==> config.mk <==
export PLATFORM = sky130hd
export DESIGN_NAME = uart_tx_arbiter
export DESIGN_NICKNAME = d
export VERILOG_FILES = /design/src/rtl/uart_pkg.sv /design/src/rtl/rr_arbiter.sv /design/src/rtl/uart_tx_arbiter.sv
export SDC_FILE = /design/constraint.sdc
export NUM_CORES = 1
export LEC_CHECK = 0
export ABC_AREA = 1
export BUFFER_PORTS_ARGS = -buffer_cell sky130_fd_sc_hd__clkbuf_2
export CELL_PAD_IN_SITES_DETAIL_PLACEMENT = 0
export CELL_PAD_IN_SITES_GLOBAL_PLACEMENT = 2
export CORE_ASPECT_RATIO = 2
export CORE_MARGIN = 2
export CORE_UTILIZATION = 32
export DETAILED_ROUTE_END_ITERATION = 16
export GPL_ROUTABILITY_DRIVEN = 1
export MAX_ROUTING_LAYER = met4
export PLACE_DENSITY_LB_ADDON = 0.2
export SYNTH_ARGS = -nofsm -noshare
export SYNTH_HDL_FRONTEND = slang
export SYNTH_HIERARCHICAL = 1
export SYNTH_SLANG_ARGS = --single-unit
==> constraint.sdc <==
create_clock -name clk -period 4.9 [get_ports clk]
set_clock_uncertainty 0.15 [all_clocks]
set_input_delay 1.47 -clock clk [delete_from_list [all_inputs] [get_ports clk]]
set_output_delay 1.47 -clock clk [all_outputs]
set_load 0.005 [all_outputs]
==> src/rtl/uart_pkg.sv <==
// Shared definitions for the UART transmit arbiter: default sizing, counter width, FSM encoding.
// Latency: n/a (definitions only).
// Backpressure: n/a.
package uart_pkg;

  localparam int NREQ_DEF    = 4;
  localparam int TIMEOUT_DEF = 20000;
  localparam int GAP_DEF     = 2;
  localparam int CNT_W       = 16;

  // Encoded as plain constants so older code can compare raw state bits.
  typedef logic [1:0] state_t;
  localparam state_t ST_IDLE  = 2'd0;
  localparam state_t ST_START = 2'd1;
  localparam state_t ST_WAIT  = 2'd2;
  localparam state_t ST_GAP   = 2'd3;

endpackage

==> src/rtl/rr_arbiter.sv <==
// Round-robin winner select: first requester found searching upward from last_grant+1, wrapping.
// Latency: purely combinational, zero cycles.
// Backpressure: none; gnt is all-zero when no requester is active.
module rr_arbiter #(
  parameter int NREQ = 4,
  parameter int IW   = $clog2(NREQ)
) (
  input  logic [NREQ-1:0] req,
  input  logic [IW-1:0]   last_grant,
  output logic [NREQ-1:0] gnt,
  output logic [IW-1:0]   idx
);

  // Scan every candidate once, starting just after the previous winner.
  always_comb begin
    int   cand;
    logic found;
    gnt   = '0;
    idx   = '0;
    found = 1'b0;
    cand  = 0;
    for (int off = 1; off <= NREQ; off++) begin
      cand = int'(last_grant) + off;
      if (cand >= NREQ) cand = cand - NREQ;
      if (!found && req[cand]) begin
        found     = 1'b1;
        gnt[cand] = 1'b1;
        idx       = IW'(cand);
      end
    end
  end

endmodule

==> src/rtl/uart_tx_arbiter.sv <==
// Shares one UART transmitter among NREQ byte requesters with round-robin grant, timeout and inter-frame gap.
// Latency: byte accepted in cycle N produces tx_start in cycle N+1.
// Backpressure: req_ready is offered only in IDLE, to the single round-robin winner.
module uart_tx_arbiter
  import uart_pkg::*;
#(
  parameter int NREQ    = NREQ_DEF,
  parameter int TIMEOUT = TIMEOUT_DEF,
  parameter int GAP     = GAP_DEF,
  parameter int IW      = $clog2(NREQ)
) (
  input  logic              clk,
  input  logic              reset,
  input  logic [NREQ-1:0]   req_valid,
  input  logic [8*NREQ-1:0] req_data,
  output logic [NREQ-1:0]   req_ready,
  output logic              tx_start,
  output logic [7:0]        tx_data,
  input  logic              tx_done,
  output logic [IW-1:0]     grant_id,
  output logic              busy,
  output logic              timeout_err
);

  state_t           state;
  logic [CNT_W-1:0] cnt;
  logic [IW-1:0]    last_grant;
  logic [NREQ-1:0]  win_gnt;
  logic [IW-1:0]    win_idx;

  rr_arbiter #(
    .NREQ (NREQ),
    .IW   (IW)
  ) u_rr (
    .req        (req_valid),
    .last_grant (last_grant),
    .gnt        (win_gnt),
    .idx        (win_idx)
  );

  // Ready is gated by reset so nothing looks accepted while reset is held.
  assign req_ready = (state == ST_IDLE && !reset) ? win_gnt : '0;
  assign tx_start  = (state == ST_START);
  assign busy      = (state != ST_IDLE);

  // Frame sequencing: accept, start pulse, wait for done or timeout, then idle gap.
  always_ff @(posedge clk or posedge reset) begin
    if (reset) begin
      state       <= ST_IDLE;
      cnt         <= '0;
      last_grant  <= IW'(NREQ - 1);
      tx_data     <= 8'h00;
      grant_id    <= '0;
      timeout_err <= 1'b0;
    end else begin
      timeout_err <= 1'b0;
      case (state)
        ST_IDLE: begin
          if (|req_valid) begin
            tx_data    <= req_data[int'(win_idx)*8 +: 8];
            grant_id   <= win_idx;
            last_grant <= win_idx;
            state      <= ST_START;
          end
        end
        ST_START: begin
          cnt   <= '0;
          state <= ST_WAIT;
        end
        ST_WAIT: begin
          // Done takes priority over a coincident timeout expiry.
          if (tx_done) begin
            cnt   <= '0;
            state <= ST_GAP;
          end else if (32'(cnt) == 32'(TIMEOUT - 1)) begin
            cnt         <= '0;
            timeout_err <= 1'b1;
            state       <= ST_GAP;
          end else begin
            cnt <= cnt + CNT_W'(1);
          end
        end
        ST_GAP: begin
          // GAP of 0 or 1 both leave after a single cycle.
          if (32'(cnt) + 32'd1 >= 32'(GAP)) begin
            cnt   <= '0;
            state <= ST_IDLE;
          end else begin
            cnt <= cnt + CNT_W'(1);
          end
        end
        default: state <= ST_IDLE;
      endcase
    end
  end

endmodule
==> reports/summary.txt <==
====================================================================================================
CTS H-tree lvls                                                                                    2
Synthesized area per cell                                                                  6.68 um^2
Family with the most delay on the worst path                                            simple AND/OR/NAND/NOR gates
Slowest library cell on the worst path                                                  sky130_fd_sc_hd__a21boi_0
Cell area reported after detailed placement                                                3040 um^2
Max-Cap Viols                                                                                      0
DR iter-0 viols                                                                                   74
Fillers                                                                                          908
Final period utilization                                                                       85.0%
Global placement routability congestion                                                        0.841
Flop and latch count out of synthesis                                                             31
Most frequent standard cell in the layout excluding fill and tap cells                  sky130_fd_sc_hd__nand2_1
Routed vias                                                                                     2741
Synthesized instance count                                                                       396
Diodes inserted                                                                                    0
Mapped Nets                                                                                      450
CTS buffer count                                                                                   5
Area overhead of the layout relative to synthesis                                              21.4%
Hold/Removal Path Class                                                                   reg -> reg
Clock-pin slew reported for the worst setup and hold paths after clock tree synthesis        0.05 ns
Start-to-end type of the worst setup path                                                  in -> out
Final wirelength                                                                             8.23 mm
Maximum vdd ir drop                                                                         0.314 mV
Post-CTS setup buffers                                                                             0
Count of final hold-check violations                                                               0
Critical path arrival                                                                        2.54 ns
Die area                                                                                   9050 um^2
Fraction of layout cells with a size suffix above 1                                            22.9%
Die height                                                                                    133 um
Number of vias per cell                                                                         4.96
Clock latency reported for the late side of the worst-skew pair                              0.28 ns
Startpoint types                                                                          input port
Netlist cell types                                                                                28
Synth Warn #                                                                                       6
Post-synth design cell area                                                                2650 um^2
Final core utilization                                                                         39.3%
Post-route DRC violation count                                                                     0
Number of nets in the layout                                                                     508
Global-route congestion overflow total                                                             0
Number of resized instances in the post-cts repair step                                            0
Destination of the critical timing path                                                 req_ready[2]
Pwr per Cell Area                                                                        614 nW/um^2
HPWL Detailed                                                                                6.69 mm
Area of the core                                                                           8170 um^2
Data required time at the worst endpoint                                                     3.28 ns
Startpoint of the most critical setup path                                              req_valid[2]
CTS tree                                                                                        done
Logic depth of the worst setup path including buffers                                             10
Initial antenna violation count                                                                    0
Count of hold-fix buffers inserted at cts                                                          0
Maximum achievable frequency                                                                 240 MHz
Area used by multi-input combinational logic                                               1680 um^2
Register area share after synthesis                                                            29.4%
Number of max-slew violations in the final report                                                  0
Leakage Power                                                                                1.58 nW
Average wire length per cell after detail routing                                            14.9 um
Setup-failing EPs final                                                                            0
Sequential cell area                                                                        778 um^2
Transition time at the pin with the least slew margin                                        1.21 ns
Starting utilization of the core area                                                          32.4%
Crit. End Element                                                                        output port
Non-Filler Cell Area, Final                                                                3210 um^2
Root buffer selected by CTS                                                             sky130_fd_sc_hd__clkbuf_16
Count of TritonRoute iterations in the first routing pass                                          4
Via count of the first global-routing pass                                                      2717
Buffering stage count on the worst path with inverters included                                    4
Capturing point of the worst reg2reg path                                                 tx_data[5]
Final critical path time including I/O delays and setup                                      4.16 ns
Die X                                                                                        68.3 um
Global-route total usage across every layer                                                    20.0%
Worst reg2reg path depth                                                                          13
Total number of clock tree sinks                                                                  31
Core Rows                                                                                         47
Largest buffer count on any clock path                                                             2
Status                                                                                  finished, final reports clean
Setup repair after global routing missed its margin                                            false
IO buf count                                                                                      55
Register-to-register path setup slack                                                        1.89 ns
Critical path peak fanout                                                                          5
List of cells traversed by the critical path                                            clkbuf_2 -> inv_1 -> nand2_1 -> nand3_2 -> a21boi_0 -> a21oi_1 -> nand3_1 -> inv_1 -> nor2_1 -> clkbuf_2
Critical register-to-register path startpoint                                           last_grant[0]
Crit path largest cell delay                                                                 0.26 ns
Relative max-transition margin                                                                 19.3%
Pin count of the biggest net entering global routing                                              32
Most used cells in the layout excluding fill and tap cells                              97 x sky130_fd_sc_hd__nand2_1, 64 x sky130_fd_sc_hd__nor2_1, 55 x sky130_fd_sc_hd__clkbuf_2, 36 x sky130_fd_sc_hd__inv_1, 34 x sky130_fd_sc_hd__nand3_1
Accumulated negative setup slack                                                                0 ns
First-pass GRT wire length                                                                   13.1 mm
Io pins                                                                                           56
Antenna violation net count after detailed routing                                                 0
====================================================================================================
-- per-stage QoR --
step | hold slack (ns) | setup slack [ns] | power [mW] | cells
finish | 0.354 | 0.737 | 1.97 | 553
global route | 0.405 | 0.584 | 2.17 | 553
CTS | 0.359 | 0.725 | 2.01 | 553
detailed placement | 0.347 | 0.724 | 1.63 | 545
global placement | 0.331 | 0.743 | 1.62 | 545
floorplan | 0.341 | 0.769 | 1.26 | 396
-- area by class of cell --
type / count / share of cell area (%)
clock buffers: 6 / 4.32
clock inverters: 2 / 1.09
inverters: 41 / 4.79
multi-input cells: 316 / 52.2
flip-flops and latches: 31 / 24.2
well taps: 98 / 3.82
repair buffers: 59 / 9.51
-- power by group --
group          switching (mW)  total, mW  internal (mW)
registers              0.0572      0.387          0.329
logic                   0.809       1.21          0.406
clock network           0.119      0.372          0.253
-- worst min-delay path, cell delays in order (launching register included) --
cell and delay [ns]:
sky130_fd_sc_hd__dfrtp_1 0.33, sky130_fd_sc_hd__o21ai_0 0.08, sky130_fd_sc_hd__nand2_1 0.05
-- state kept, by name, indices dropped and copies added (netlist names) --
register and flops:
state 2, last_grant 2, timeout_err 1, cnt 16
grant_id 2, tx_data 8
-- worst min path at each step --
stage	startpoint	end	slack, ns	depth (start not counted)
4_1_cts	grant_id[0]	grant_id[0]	0.36	2
3_5_place_dp	grant_id[0]	grant_id[0]	0.35	2
3_3_place_gp	grant_id[0]	grant_id[0]	0.33	2
5_1_grt	grant_id[0]	grant_id[0]	0.40	2
2_1_floorplan	state[1]	state[1]	0.34	2
6_report	grant_id[1]	grant_id[1]	0.35	2
-- logic make-up (layout without fill, tap and decap cells) --
family / count (synthesis) / count (layout) / share of synthesized area, %
simple gates: 249 / 249 / 44.8
compound gates: 50 / 50 / 10.8
buf+inv: 49 / 108 / 7.14
flops: 31 / 31 / 29.4
fa+ha+maj: 15 / 15 / 7.10
xor+xnor: 2 / 2 / 0.662
-- synthesized netlist by cell type, drive strengths merged --
master	number	area (um^2)
clkbuf	6	22.5
dfrtp	29	726
inv	41	154
nor4	2	12.5
a21oi	5	28.8
buf	2	12.5
a21boi	4	30.0
nor2	74	342
o41ai	3	26.3
nand2	111	477
nand4	16	100
xnor2	2	17.5
ha	15	188
a31oi	9	56.3
nand3	39	220
dfstp	2	52.6
o21ai	29	145
nor3	7	35.0
-- metal layers --
layer	routed length (um)	vias up	GRT usage, %
met5	0	-	-
met1	2900	1260	18.1
li1	-	1414	-
met4	225	0	7.33
met2	4900	54	39.5
met3	208	13	2.13
Power figures use the tool's default switching activity.
